--- src/rtl/ccu_ctrl_pkg.sv ---
// rtl/ccu_ctrl_pkg.sv - shared types, CR bit indices and snoop encodings for the CCU controller
package ccu_ctrl_pkg;

  localparam int IdWidth        = 4;
  localparam int AddrWidth      = 32;
  localparam int CacheLineBytes = 64;
  localparam int LineOffBits    = $clog2(CacheLineBytes);

  localparam int CrDataTransfer = 0;
  localparam int CrError        = 1;
  localparam int CrPassDirty    = 2;
  localparam int CrIsShared     = 3;
  localparam int CrWasUnique    = 4;

  localparam logic [3:0] ArReadOnce    = 4'b0000;
  localparam logic [3:0] ArReadShared  = 4'b0001;
  localparam logic [3:0] ArReadClean   = 4'b0010;
  localparam logic [3:0] ArReadUnique  = 4'b0111;
  localparam logic [3:0] ArCleanUnique = 4'b1011;
  localparam logic [3:0] ArMakeInvalid = 4'b1101;

  localparam logic [3:0] AcReadOnce     = 4'b0000;
  localparam logic [3:0] AcReadShared   = 4'b0001;
  localparam logic [3:0] AcReadUnique   = 4'b0111;
  localparam logic [3:0] AcCleanInvalid = 4'b1001;
  localparam logic [3:0] AcMakeInvalid  = 4'b1101;

  typedef enum logic {
    READ_SNP_DATA      = 1'b0,
    SEND_INVALID_ACK_R = 1'b1
  } su_op_e;

  typedef struct packed {
    logic [IdWidth-1:0]   id;
    logic [AddrWidth-1:0] addr;
    logic [3:0]           snoop;
    logic [2:0]           prot;
  } ar_chan_t;

  typedef struct packed {
    ar_chan_t ar;
  } mst_req_t;

  typedef struct packed {
    logic [AddrWidth-1:0] addr;
    logic [3:0]           snoop;
    logic [2:0]           prot;
  } snoop_ac_t;

  typedef logic [4:0] snoop_cr_t;

  function automatic logic [3:0] ac_snoop_of(input logic [3:0] ar_snoop);
    case (ar_snoop)
      ArReadShared, ArReadClean: return AcReadShared;
      ArReadUnique:              return AcReadUnique;
      ArCleanUnique:             return AcCleanInvalid;
      ArMakeInvalid:             return AcMakeInvalid;
      ArReadOnce:                return AcReadOnce;
      default:                   return AcReadShared;
    endcase
  endfunction

  // Invalidating snoops must be acknowledged by the snoop unit even when no cache supplied data.
  function automatic logic is_invalidating(input logic [3:0] ar_snoop);
    return (ar_snoop == ArCleanUnique) || (ar_snoop == ArMakeInvalid);
  endfunction

endpackage

--- src/rtl/ccu_ctrl_snoop_collector.sv ---
// rtl/ccu_ctrl_snoop_collector.sv - per-port AC/CR tracking and folding of CR responses
module ccu_ctrl_snoop_collector
  import ccu_ctrl_pkg::*;
#(
  parameter int NoMstPorts = 4,
  parameter int MstIdxBits = 2
) (
  input  logic                             clk_i,
  input  logic                             rst_ni,
  input  logic                             clear_i,
  input  logic                             active_i,
  input  logic      [NoMstPorts-1:0]       target_i,
  input  logic      [NoMstPorts-1:0]       ac_ready_i,
  input  snoop_cr_t [NoMstPorts-1:0]       cr_i,
  input  logic      [NoMstPorts-1:0]       cr_valid_i,
  output logic      [NoMstPorts-1:0]       ac_valid_o,
  output logic      [NoMstPorts-1:0]       cr_ready_o,
  output logic      [NoMstPorts-1:0]       done_next_o,
  output logic      [NoMstPorts-1:0]       avail_next_o,
  output logic      [NoMstPorts-1:0]       avail_o,
  output logic                             shared_o,
  output logic                             dirty_o,
  output logic      [MstIdxBits-1:0]       first_responder_o
);

  logic [NoMstPorts-1:0] sent_q, sent_d, done_q, done_d, avail_q, avail_d;
  logic                  shared_q, shared_d, dirty_q, dirty_d;
  logic                  unused_was_unique;

  assign ac_valid_o = active_i ? (target_i & ~sent_q) : '0;
  assign cr_ready_o = active_i ? (target_i & sent_q & ~done_q) : '0;

  always_comb begin
    sent_d   = sent_q;
    done_d   = done_q;
    avail_d  = avail_q;
    shared_d = shared_q;
    dirty_d  = dirty_q;
    if (clear_i) begin
      sent_d   = '0;
      done_d   = '0;
      avail_d  = '0;
      shared_d = 1'b0;
      dirty_d  = 1'b0;
    end else begin
      sent_d = sent_q | (ac_valid_o & ac_ready_i);
      for (int i = 0; i < NoMstPorts; i++) begin
        if (cr_ready_o[i] && cr_valid_i[i]) begin
          done_d[i] = 1'b1;
          if (cr_i[i][CrDataTransfer] && !cr_i[i][CrError]) avail_d[i] = 1'b1;
          shared_d = shared_d | cr_i[i][CrIsShared];
          dirty_d  = dirty_d | cr_i[i][CrPassDirty];
        end
      end
    end
  end

  always_comb begin
    first_responder_o = '0;
    for (int i = NoMstPorts - 1; i >= 0; i--) begin
      if (avail_q[i]) first_responder_o = MstIdxBits'(i);
    end
  end

  always_comb begin
    unused_was_unique = 1'b0;
    for (int i = 0; i < NoMstPorts; i++) unused_was_unique = unused_was_unique ^ cr_i[i][CrWasUnique];
  end

  assign done_next_o  = done_d;
  assign avail_next_o = avail_d;
  assign avail_o      = avail_q;
  assign shared_o     = shared_q;
  assign dirty_o      = dirty_q;

  always_ff @(posedge clk_i or negedge rst_ni) begin
    if (!rst_ni) begin
      sent_q   <= '0;
      done_q   <= '0;
      avail_q  <= '0;
      shared_q <= 1'b0;
      dirty_q  <= 1'b0;
    end else begin
      sent_q   <= sent_d;
      done_q   <= done_d;
      avail_q  <= avail_d;
      shared_q <= shared_d;
      dirty_q  <= dirty_d;
    end
  end

endmodule

--- src/rtl/ccu_ctrl_snoop_dispatcher.sv ---
// rtl/ccu_ctrl_snoop_dispatcher.sv - sequences one coherent read: snoop broadcast, CR fold, dispatch or memory
module ccu_ctrl_snoop_dispatcher
  import ccu_ctrl_pkg::*;
#(
  parameter int  NoMstPorts    = 4,
  parameter type mst_req_t     = ccu_ctrl_pkg::mst_req_t,
  parameter type mst_ar_chan_t = ccu_ctrl_pkg::ar_chan_t,
  parameter type snoop_ac_t    = ccu_ctrl_pkg::snoop_ac_t,
  parameter type snoop_cr_t    = ccu_ctrl_pkg::snoop_cr_t,
  localparam int MstIdxBits    = (NoMstPorts > 1) ? $clog2(NoMstPorts) : 1
) (
  input  logic                       clk_i,
  input  logic                       rst_ni,
  input  mst_req_t                   req_i,
  input  logic [MstIdxBits-1:0]      req_initiator_i,
  input  logic                       req_valid_i,
  output logic                       req_ready_o,
  output snoop_ac_t [NoMstPorts-1:0] ac_o,
  output logic [NoMstPorts-1:0]      ac_valid_o,
  input  logic [NoMstPorts-1:0]      ac_ready_i,
  input  snoop_cr_t [NoMstPorts-1:0] cr_i,
  input  logic [NoMstPorts-1:0]      cr_valid_i,
  output logic [NoMstPorts-1:0]      cr_ready_o,
  output logic                       su_valid_o,
  input  logic                       su_ready_i,
  output su_op_e                     su_op_o,
  output mst_req_t                   ccu_req_holder_o,
  output logic                       shared_o,
  output logic                       dirty_o,
  output logic [NoMstPorts-1:0]      data_available_o,
  output logic [MstIdxBits-1:0]      first_responder_o,
  output mst_ar_chan_t               mem_ar_o,
  output logic                       mem_ar_valid_o,
  input  logic                       mem_ar_ready_i
);

  typedef enum logic [1:0] {IDLE, SNOOP, DISPATCH, MEM} state_e;

  state_e                state_q, state_d;
  mst_req_t              req_q, req_d;
  logic [NoMstPorts-1:0] target_q, target_d;
  logic                  req_ready_q, req_ready_d;
  logic                  su_valid_q, su_valid_d;
  su_op_e                su_op_q, su_op_d;
  logic                  mem_ar_valid_q, mem_ar_valid_d;
  logic                  clear;
  logic [NoMstPorts-1:0] init_onehot, done_next, avail_next;
  snoop_ac_t             ac_payload;

  assign init_onehot = NoMstPorts'(1) << req_initiator_i;

  ccu_ctrl_snoop_collector #(
    .NoMstPorts (NoMstPorts),
    .MstIdxBits (MstIdxBits)
  ) u_collector (
    .clk_i             (clk_i),
    .rst_ni            (rst_ni),
    .clear_i           (clear),
    .active_i          (state_q == SNOOP),
    .target_i          (target_q),
    .ac_ready_i        (ac_ready_i),
    .cr_i              (cr_i),
    .cr_valid_i        (cr_valid_i),
    .ac_valid_o        (ac_valid_o),
    .cr_ready_o        (cr_ready_o),
    .done_next_o       (done_next),
    .avail_next_o      (avail_next),
    .avail_o           (data_available_o),
    .shared_o          (shared_o),
    .dirty_o           (dirty_o),
    .first_responder_o (first_responder_o)
  );

  always_comb begin
    state_d        = state_q;
    req_d          = req_q;
    target_d       = target_q;
    req_ready_d    = req_ready_q;
    su_valid_d     = su_valid_q;
    su_op_d        = su_op_q;
    mem_ar_valid_d = mem_ar_valid_q;
    clear          = 1'b0;
    case (state_q)
      IDLE: if (req_valid_i) begin
        req_d       = req_i;
        target_d    = ~init_onehot;
        clear       = 1'b1;
        req_ready_d = 1'b0;
        if (target_d == '0) begin
          state_d        = MEM;
          mem_ar_valid_d = 1'b1;
        end else begin
          state_d = SNOOP;
        end
      end
      // Decide on the mask update of this cycle so dispatch follows the last CR by one cycle.
      SNOOP: if (done_next == target_q) begin
        if ((avail_next != '0) || is_invalidating(req_q.ar.snoop)) begin
          state_d    = DISPATCH;
          su_valid_d = 1'b1;
          su_op_d    = (avail_next != '0) ? READ_SNP_DATA : SEND_INVALID_ACK_R;
        end else begin
          state_d        = MEM;
          mem_ar_valid_d = 1'b1;
        end
      end
      DISPATCH: if (su_ready_i) begin
        state_d     = IDLE;
        su_valid_d  = 1'b0;
        req_ready_d = 1'b1;
      end
      MEM: if (mem_ar_ready_i) begin
        state_d        = IDLE;
        mem_ar_valid_d = 1'b0;
        req_ready_d    = 1'b1;
      end
      default: state_d = IDLE;
    endcase
  end

  always_ff @(posedge clk_i or negedge rst_ni) begin
    if (!rst_ni) begin
      state_q        <= IDLE;
      req_q          <= '0;
      target_q       <= '0;
      req_ready_q    <= 1'b1;
      su_valid_q     <= 1'b0;
      su_op_q        <= READ_SNP_DATA;
      mem_ar_valid_q <= 1'b0;
    end else begin
      state_q        <= state_d;
      req_q          <= req_d;
      target_q       <= target_d;
      req_ready_q    <= req_ready_d;
      su_valid_q     <= su_valid_d;
      su_op_q        <= su_op_d;
      mem_ar_valid_q <= mem_ar_valid_d;
    end
  end

  always_comb begin
    ac_payload.addr  = {req_q.ar.addr[AddrWidth-1:LineOffBits], LineOffBits'(0)};
    ac_payload.snoop = ac_snoop_of(req_q.ar.snoop);
    ac_payload.prot  = req_q.ar.prot;
    for (int i = 0; i < NoMstPorts; i++) ac_o[i] = ac_payload;
  end

  assign req_ready_o      = req_ready_q;
  assign su_valid_o       = su_valid_q;
  assign su_op_o          = su_op_q;
  assign ccu_req_holder_o = req_q;
  assign mem_ar_o         = req_q.ar;
  assign mem_ar_valid_o   = mem_ar_valid_q;

endmodule

--- config.mk ---
export PLATFORM = sky130hd
export DESIGN_NAME = ccu_ctrl_snoop_dispatcher
export DESIGN_NICKNAME = d
export VERILOG_FILES = /design/src/rtl/ccu_ctrl_pkg.sv /design/src/rtl/ccu_ctrl_snoop_collector.sv /design/src/rtl/ccu_ctrl_snoop_dispatcher.sv
export SDC_FILE = /design/constraint.sdc
export NUM_CORES = 1
export LEC_CHECK = 0
export CAP_MARGIN = 40
export CORE_MARGIN = 5
export CORE_UTILIZATION = 31
export DETAILED_ROUTE_END_ITERATION = 7
export GPL_ROUTABILITY_DRIVEN = 0
export MAX_ROUTING_LAYER = met4
export PLACE_DENSITY = 0.82
export SETUP_SLACK_MARGIN = 0.5
export SLEW_MARGIN = 20
export SYNTH_ARGS = -nofsm -noshare
export SYNTH_HDL_FRONTEND = slang
export SYNTH_SLANG_ARGS = --single-unit
--- constraint.sdc ---
create_clock -name clk_i -period 2.2 [get_ports clk_i]
set_clock_uncertainty 0.2 [all_clocks]
set_input_delay 0.44 -clock clk_i [delete_from_list [all_inputs] [get_ports clk_i]]
set_output_delay 0.44 -clock clk_i [all_outputs]
set_load 0.05 [all_outputs]
==> results of run 1 <==
worst min path at each step:
| stage | start | end | slack, ps | cells past startpoint |
|---|---|---|---|---|
| 3_5_place_dp | rst_ni | u_collector.sent_q[3]$_DFF_PN0_ | 230 | 1 |
| 6_report | ccu_req_holder_o[8]$_DFFE_PN0N_ | ccu_req_holder_o[8]$_DFFE_PN0N_ | 300 | 2 |
| 5_1_grt | ccu_req_holder_o[12]$_DFFE_PN0N_ | ccu_req_holder_o[12]$_DFFE_PN0N_ | 330 | 2 |
| 4_1_cts | ccu_req_holder_o[8]$_DFFE_PN0N_ | ccu_req_holder_o[8]$_DFFE_PN0N_ | 310 | 2 |
| 3_3_place_gp | rst_ni | u_collector.sent_q[3]$_DFF_PN0_ | 220 | 1 |
| 2_1_floorplan | rst_ni | ac_o[0]$_DFFE_PN0N_ | -60 | 0 |
per-layer routing:
metal  global-route usage, %  part of all wire, %  vias to the layer above
met3                    3.85                  8.3                       32
met2                    32.3                   55                      213
met1                    19.2                   34                     2021
met4                    6.47                  2.2                        0
li1                        -                    -                     1946
met5                       -                    0                        -
logic make-up (layout without fill, tap and decap cells):
logic type,count (synthesis),in the layout,share of synthesized area [%]
compound gates,42,42,6.36
xor+xnor,2,2,0.385
fa+ha+maj,6,6,1.65
buf+inv,223,422,35.0
flops,67,67,36.9
mux,3,3,0.798
other cells,1,24,0.0825
simple gates,195,195,18.8
worst min-delay path: cells and delay by family, from the launching register on:
kind,cells,cell delay [ps]
and+or+nand+nor,2,110
DFF,1,360
stage by stage:
| stage | setup WS [ps] | utilization, % | setup TNS (ps) | hold slack, ps | cell area, um^2 |
|---|---|---|---|---|---|
| floorplan | -14.5 | - | -14.5 | -55.6 | 4950 |
| global placement | -331 | 46.0 | -1180 | 220 | 6660 |
| detailed placement | -360 | 46.0 | -1210 | 226 | 6660 |
| CTS | -137 | 53.1 | -683 | 309 | 7690 |
| global route | -279 | 57.7 | -2100 | 334 | 8360 |
| finish | -170 | 57.7 | -1130 | 303 | 8360 |
registers in the layout, summed over array words and instances, names as in the netlist:
signal                count
u_collector.dirty_o       1
ccu_req_holder_o         14
su_valid_o                1
target_q                  4
u_collector.avail_o       4
mem_ar_valid_o            1
req_ready_o               1
ac_o                     29
u_collector.sent_q        4
u_collector.shared_o      1
u_collector.done_q        4
su_op_o                   1
state_q                   2
final cells by class:
class	instances	share of cell area, %
Tap cell	184	2.75
Multi-Input combinational cell	272	25.9
Clock buffer	11	3.02
Timing Repair Buffer	396	46.9
Clock inverter	3	0.180
Inverter	12	0.629
Sequential cell	67	20.6
cell usage in the layout (no fill, tap or decap), types with 3 or more instances in the layout:
| cell | count |
|---|---|
| sky130_fd_sc_hd__and3_4 | 4 |
| sky130_fd_sc_hd__nor2_4 | 18 |
| sky130_fd_sc_hd__ha_4 | 3 |
| sky130_fd_sc_hd__a21oi_1 | 7 |
| sky130_fd_sc_hd__clkbuf_16 | 10 |
| sky130_fd_sc_hd__nand2_4 | 33 |
| sky130_fd_sc_hd__buf_4 | 218 |
| sky130_fd_sc_hd__dfrtp_1 | 28 |
| sky130_fd_sc_hd__buf_8 | 12 |
| sky130_fd_sc_hd__inv_4 | 3 |
| sky130_fd_sc_hd__o21ai_2 | 3 |
| sky130_fd_sc_hd__nor3_4 | 3 |
| sky130_fd_sc_hd__nand2b_1 | 3 |
| sky130_fd_sc_hd__nand2_1 | 79 |
| sky130_fd_sc_hd__a31oi_4 | 4 |
| sky130_fd_sc_hd__ha_1 | 3 |
| sky130_fd_sc_hd__a31oi_1 | 4 |
| sky130_fd_sc_hd__clkdlybuf4s50_1 | 72 |
| sky130_fd_sc_hd__conb_1 | 24 |
| sky130_fd_sc_hd__clkinv_2 | 3 |
| sky130_fd_sc_hd__buf_6 | 35 |
| sky130_fd_sc_hd__buf_2 | 14 |
| sky130_fd_sc_hd__inv_1 | 7 |
| sky130_fd_sc_hd__buf_12 | 38 |
| sky130_fd_sc_hd__a21oi_2 | 3 |
| sky130_fd_sc_hd__nand2_2 | 27 |
| sky130_fd_sc_hd__dfrtp_2 | 38 |
| sky130_fd_sc_hd__buf_16 | 3 |
| sky130_fd_sc_hd__nor2_1 | 4 |
what timing repair did:
item / 4_1_cts / 5_1_grt
setup buffers: 27 / 15
gates resized for setup: 221 / 130
pin swaps: 26 / 46
hold buffers: 1 / 0
cloned: 3 / 1
setup endpoints to repair: 209 / 145
endpoints found under the hold margin: 30 / 0
==> results.toml, run 1 <==
[logic_synthesis]
post_synth_num_cell_types = 52
number_of_enable_type_register_cells_in_the_synthesized_netlist = 0
ys_async_sr_fraction_pct = 100
mappedNetlistArea_um2 = 4550
synth.top_cells.by_count = "sky130_fd_sc_hd__buf_4, sky130_fd_sc_hd__nand2_1, sky130_fd_sc_hd__dfrtp_1, sky130_fd_sc_hd__nor2_1"
yosys.area.top_type = "sky130_fd_sc_hd__dfrtp_1"
postSynthAreaPerCell_um2 = 8.43
post_synth_main_area_contributors = "sky130_fd_sc_hd__dfrtp_1, sky130_fd_sc_hd__buf_4, sky130_fd_sc_hd__nand2_1"
post_synth_inst_count = 539
synth-seq-area-share_pct = 36.9
flop_and_latch_count_out_of_synthesis = 67
synth_top_area_share_pct = 36.3
post-synth-top-count-cell = "sky130_fd_sc_hd__buf_4"
ys_warn_count = 0
synthFlopType = "sky130_fd_sc_hd__dfrtp_1"

[clock_network]
clk_path_buf_depth = 2
clock_sink_count = 67
buffer_cell_driving_the_clock_tree_root = "sky130_fd_sc_hd__clkbuf_16"
clkSlewWorstSetupHoldPaths_ps = 60
clock_tree.htree_level_count = 3
clock_latency_ps = 340
tritoncts.num_buffers = 9
clock_tree_from_tritoncts = "done"

[sta]
finalSetupViolCount = 13
min_period_ps = 2370
rsz0062_at_grt = "yes"
report.final.slew_viol_count = 0
setup_slack_ps = -170
period_share_pct = 108
max_freq_ghz = 0.422
final_hold_viol_count = 0

[floorplan]
design.die.area_um2 = 17200
fp.dieW_um = 131
std_cell_rows = 44
die_height_um = 131
area_of_the_core_region_um2 = 14500
initial_core_util_pct = 31.4
number_of_top_level_design_ports = 340

[detailed_routing]
wl_per_cell_um = 18.0
drt_first_iter_violations = 210
post_drt_via_cell_ratio = 4.46
via_count_of_the_routed_design = 4212
drtPass1Iterations = 4
route.detailed.drc = 0
drt_wl_total_mm = 17.0
antenna_violating_nets_post_route = 0

[global_route]
first_global_vias = 4085
grt.total_usage_pct = 17.9
grt_remaining_overflow = 0
wire_length_of_the_first_global_routing_pass_mm = 22.7
antenna_found_initial = 0
largest_net_degree_at_the_start_of_global_routing = 37

[cells_and_area]
drive_above_1_share_pct = 67.0
layout-area-overhead-vs-synth_pct = 83.9
final-seq-area_um2 = 1730
antenna-diode-count = 0
fillCellCount = 1181
post_layout_nonfiller_instances = 945
num-nets-final = 842
multi_input_comb_area_um2 = 2160

[status]
status = "finished with violations"
failed_checks = "negative setup slack"

[critical_path]
timing.critical_path.required_ps = 2220
cp_max_fo = 8
timing.critical_path.from_type = "flip-flop"
origin_of_the_worst_setup_path = "state_q[1]$_DFFE_PN0P_"
critical_path_depth = 8
worstSetupEndpoint = "mem_ar_valid_o$_DFFE_PN0P_"
cp_slowest_cell = "sky130_fd_sc_hd__dfrtp_1"
worst_path_dominant_cell_family = "simple AND/OR/NAND/NOR gates"
regToRegEndpoint = "mem_ar_valid_o$_DFFE_PN0P_"
cp-end-kind = "flip-flop"
crit_type = "flip-flop to flip-flop"
r2r_setup_slack_ps = -170
worst_r2r_path_depth = 8
worstPathArrival_ps = 2390
r2r-start = "state_q[1]$_DFFE_PN0P_"
crit_path_cells = "inv_2 -> ha_4 -> and3_4 -> and4bb_1 -> o21a_2 -> nor4_4 -> a41oi_2 -> mux2_4"
worst_path_largest_cell_delay_ps = 380
path_buf_inv = 1

[placement]
io_buffer_count = 311
dpl.cell_count = 884
detailedPlacementHpwl_mm = 11.5

[hold_path]
min_path_type = "flip-flop to flip-flop"

[run]
maxCapViolCount = 0
Power of run 1 is not shown: default switching activity piles up to over one toggle a cycle in this logic, so the estimate is an artifact.
==> run 2: changes to the inputs <==
--- a/config.mk
+++ b/config.mk
@@ -6,12 +6,13 @@
 export NUM_CORES = 1
 export LEC_CHECK = 0
 export CAP_MARGIN = 40
-export CORE_MARGIN = 5
-export CORE_UTILIZATION = 31
+export CORE_AREA = 5 5 129 131
+export CTS_BUF_LIST = sky130_fd_sc_hd__clkbuf_8
 export DETAILED_ROUTE_END_ITERATION = 7
+export DIE_AREA = 0 0 134 136
 export GPL_ROUTABILITY_DRIVEN = 0
 export MAX_ROUTING_LAYER = met4
-export PLACE_DENSITY = 0.82
+export PLACE_DENSITY = 0.8
 export SETUP_SLACK_MARGIN = 0.5
 export SLEW_MARGIN = 20
 export SYNTH_ARGS = -nofsm -noshare
==> run 2 against run 1 <==
The run still ends with negative setup slack left. Sequential share of layout area shrank 2.3 points. Worst setup slack gained 48 ps. Die area grew 6.0%. Critical path depth shrank 2. Flip-flop and latch count is the same. Fmax grew 2.1%. First-iteration DRC count shrank 29%. Critical endpoint is now cr_ready_o[0].
==> results.toml, run 2 (same netlist as run 1, synthesis figures left out) <==
[detailed_routing]
antenna_violating_nets_post_route = 0
drtPass1Iterations = 4
drt_first_iter_violations = 150
drt_wl_total_mm = 18.8
post_drt_via_cell_ratio = 4.47
wl_per_cell_um = 19.4
via_count_of_the_routed_design = 4328
route.detailed.drc = 0

[floorplan]
fp.dieW_um = 134
area_of_the_core_region_um2 = 15500
design.die.area_um2 = 18200
std_cell_rows = 46
die_height_um = 136
initial_core_util_pct = 29.4
number_of_top_level_design_ports = 340

[sta]
report.final.slew_viol_count = 0
rsz0062_at_grt = "yes"
setup_slack_ps = -121
finalSetupViolCount = 16
max_freq_ghz = 0.431
final_hold_viol_count = 0
period_share_pct = 106
min_period_ps = 2320

[critical_path]
regToRegEndpoint = "state_q[1]$_DFFE_PN0P_"
r2r-start = "state_q[1]$_DFFE_PN0P_"
cp_max_fo = 8
cp-end-kind = "primary output"
worst_r2r_path_depth = 11
crit_type = "flip-flop to primary output"
r2r_setup_slack_ps = -110
timing.critical_path.required_ps = 1560
worstPathArrival_ps = 1680
timing.critical_path.from_type = "flip-flop"

[global_route]
antenna_found_initial = 1
first_global_vias = 4290
largest_net_degree_at_the_start_of_global_routing = 36
wire_length_of_the_first_global_routing_pass_mm = 24.9
grt.total_usage_pct = 18.3
grt_remaining_overflow = 0

[clock_network]
clock_tree_from_tritoncts = "done"
clock_latency_ps = 360
clock_tree.htree_level_count = 3
clk_path_buf_depth = 2
clkSlewWorstSetupHoldPaths_ps = 80
tritoncts.num_buffers = 9
clock_sink_count = 67
buffer_cell_driving_the_clock_tree_root = "sky130_fd_sc_hd__clkbuf_8"

[placement]
post-place-ws_ps = -369
detailedPlacementHpwl_mm = 11.6
io_buffer_count = 311

[hold_path]
min_path_cells = 2
min_path_type = "flip-flop to flip-flop"
worst_hold_path.endpoint = "ccu_req_holder_o[8]$_DFFE_PN0N_"
min-delay-start = "ccu_req_holder_o[8]$_DFFE_PN0N_"

[cells_and_area]
mostFrequentLayoutCell = "sky130_fd_sc_hd__buf_4"
layout-area-overhead-vs-synth_pct = 107
drive_above_1_share_pct = 68.0
final_cell_mix = "sky130_fd_sc_hd__buf_4, sky130_fd_sc_hd__buf_8, sky130_fd_sc_hd__nand2_1, sky130_fd_sc_hd__clkdlybuf4s50_1, sky130_fd_sc_hd__buf_12"
flip_flop_count_of_the_largest_register_all_copies_and_words_added = 29
num-nets-final = 855

[status]
failed_checks = "negative setup slack"
status = "finished with violations"

[run]
maxCapViolCount = 0
## run 2: cell count changes in the layout (fill, tap and decap cells not counted), sizes merged
cell	delta
bufbuf	-1
bufinv	+1
buf	+16
clkinv	-2
diode	+1
inv	+1
clkbuf	-1
## run 2: what timing repair did
| item | CTS | global route |
|---|---|---|
| buffers inserted | 29 | 22 |
| hold endpoints to repair | 31 | 0 |
| setup endpoints to repair | 282 | 225 |
| pin swaps | 48 | 30 |
| gates resized for setup | 386 | 207 |
| hold buffers | 1 | 0 |
| gates cloned | 7 | 0 |
## run 2: per-stage QoR
stage | utilization, % | cells | instance area [um^2] | hold WS [ps] | TNS [ps]
CTS | 54.0 | 945 | 8360 | 318 | -848
finish | 60.9 | 968 | 9430 | 315 | -833
detailed placement | 43.1 | 893 | 6680 | 223 | -4040
global route | 60.9 | 968 | 9430 | 348 | -1950
global placement | 43.1 | 893 | 6680 | 224 | -3250
floorplan | - | 562 | 4950 | -55.6 | -14.5
## run 2: routing by layer
metal / global-route usage [%] / wire, um / vias to the layer above
met1: 18.5 / 6190 / 2111
met4: 6.51 / 453 / 0
met5: - / 0 / -
li1: - / - / 1971
met2: 33.9 / 10800 / 214
met3: 4.96 / 1390 / 32
## run 2: how the worst max path moves through the flow
stage / from / end / slack (ps) / cells after the start
global placement: cr_valid_i[1] / state_q[1]$_DFFE_PN0P_ / -350 / 8
CTS: state_q[1]$_DFFE_PN0P_ / cr_ready_o[0] / -130 / 6
floorplan: state_q[1]$_DFFE_PN0P_ / mem_ar_valid_o$_DFFE_PN0P_ / -10 / 8
detailed placement: cr_valid_i[1] / state_q[1]$_DFFE_PN0P_ / -370 / 8
global route: state_q[1]$_DFFE_PN0P_ / cr_ready_o[0] / -180 / 6
finish: state_q[1]$_DFFE_PN0P_ / cr_ready_o[0] / -120 / 6
## run 2: final cells by class
| cell class | count | area, um^2 |
|---|---|---|
| clock inverter | 3 | 38.8 |
| inverter | 12 | 52.6 |
| multi-input combinational | 272 | 2120 |
| clock buffer | 12 | 165 |
| tap | 192 | 240 |
| fill | 1127 | 6050 |
| timing repair buffer | 409 | 5080 |
| antenna | 1 | 2.50 |
| sequential | 67 | 1730 |
## run 2: critical path, cell delays in order (launching register included)
cell and delay, ps:
sky130_fd_sc_hd__dfrtp_1 390, sky130_fd_sc_hd__inv_2 80, sky130_fd_sc_hd__ha_4 210, sky130_fd_sc_hd__buf_6 140, sky130_fd_sc_hd__and4b_4 250, sky130_fd_sc_hd__buf_6 110
sky130_fd_sc_hd__buf_12 130
Power of run 2 is left out for the same reason.
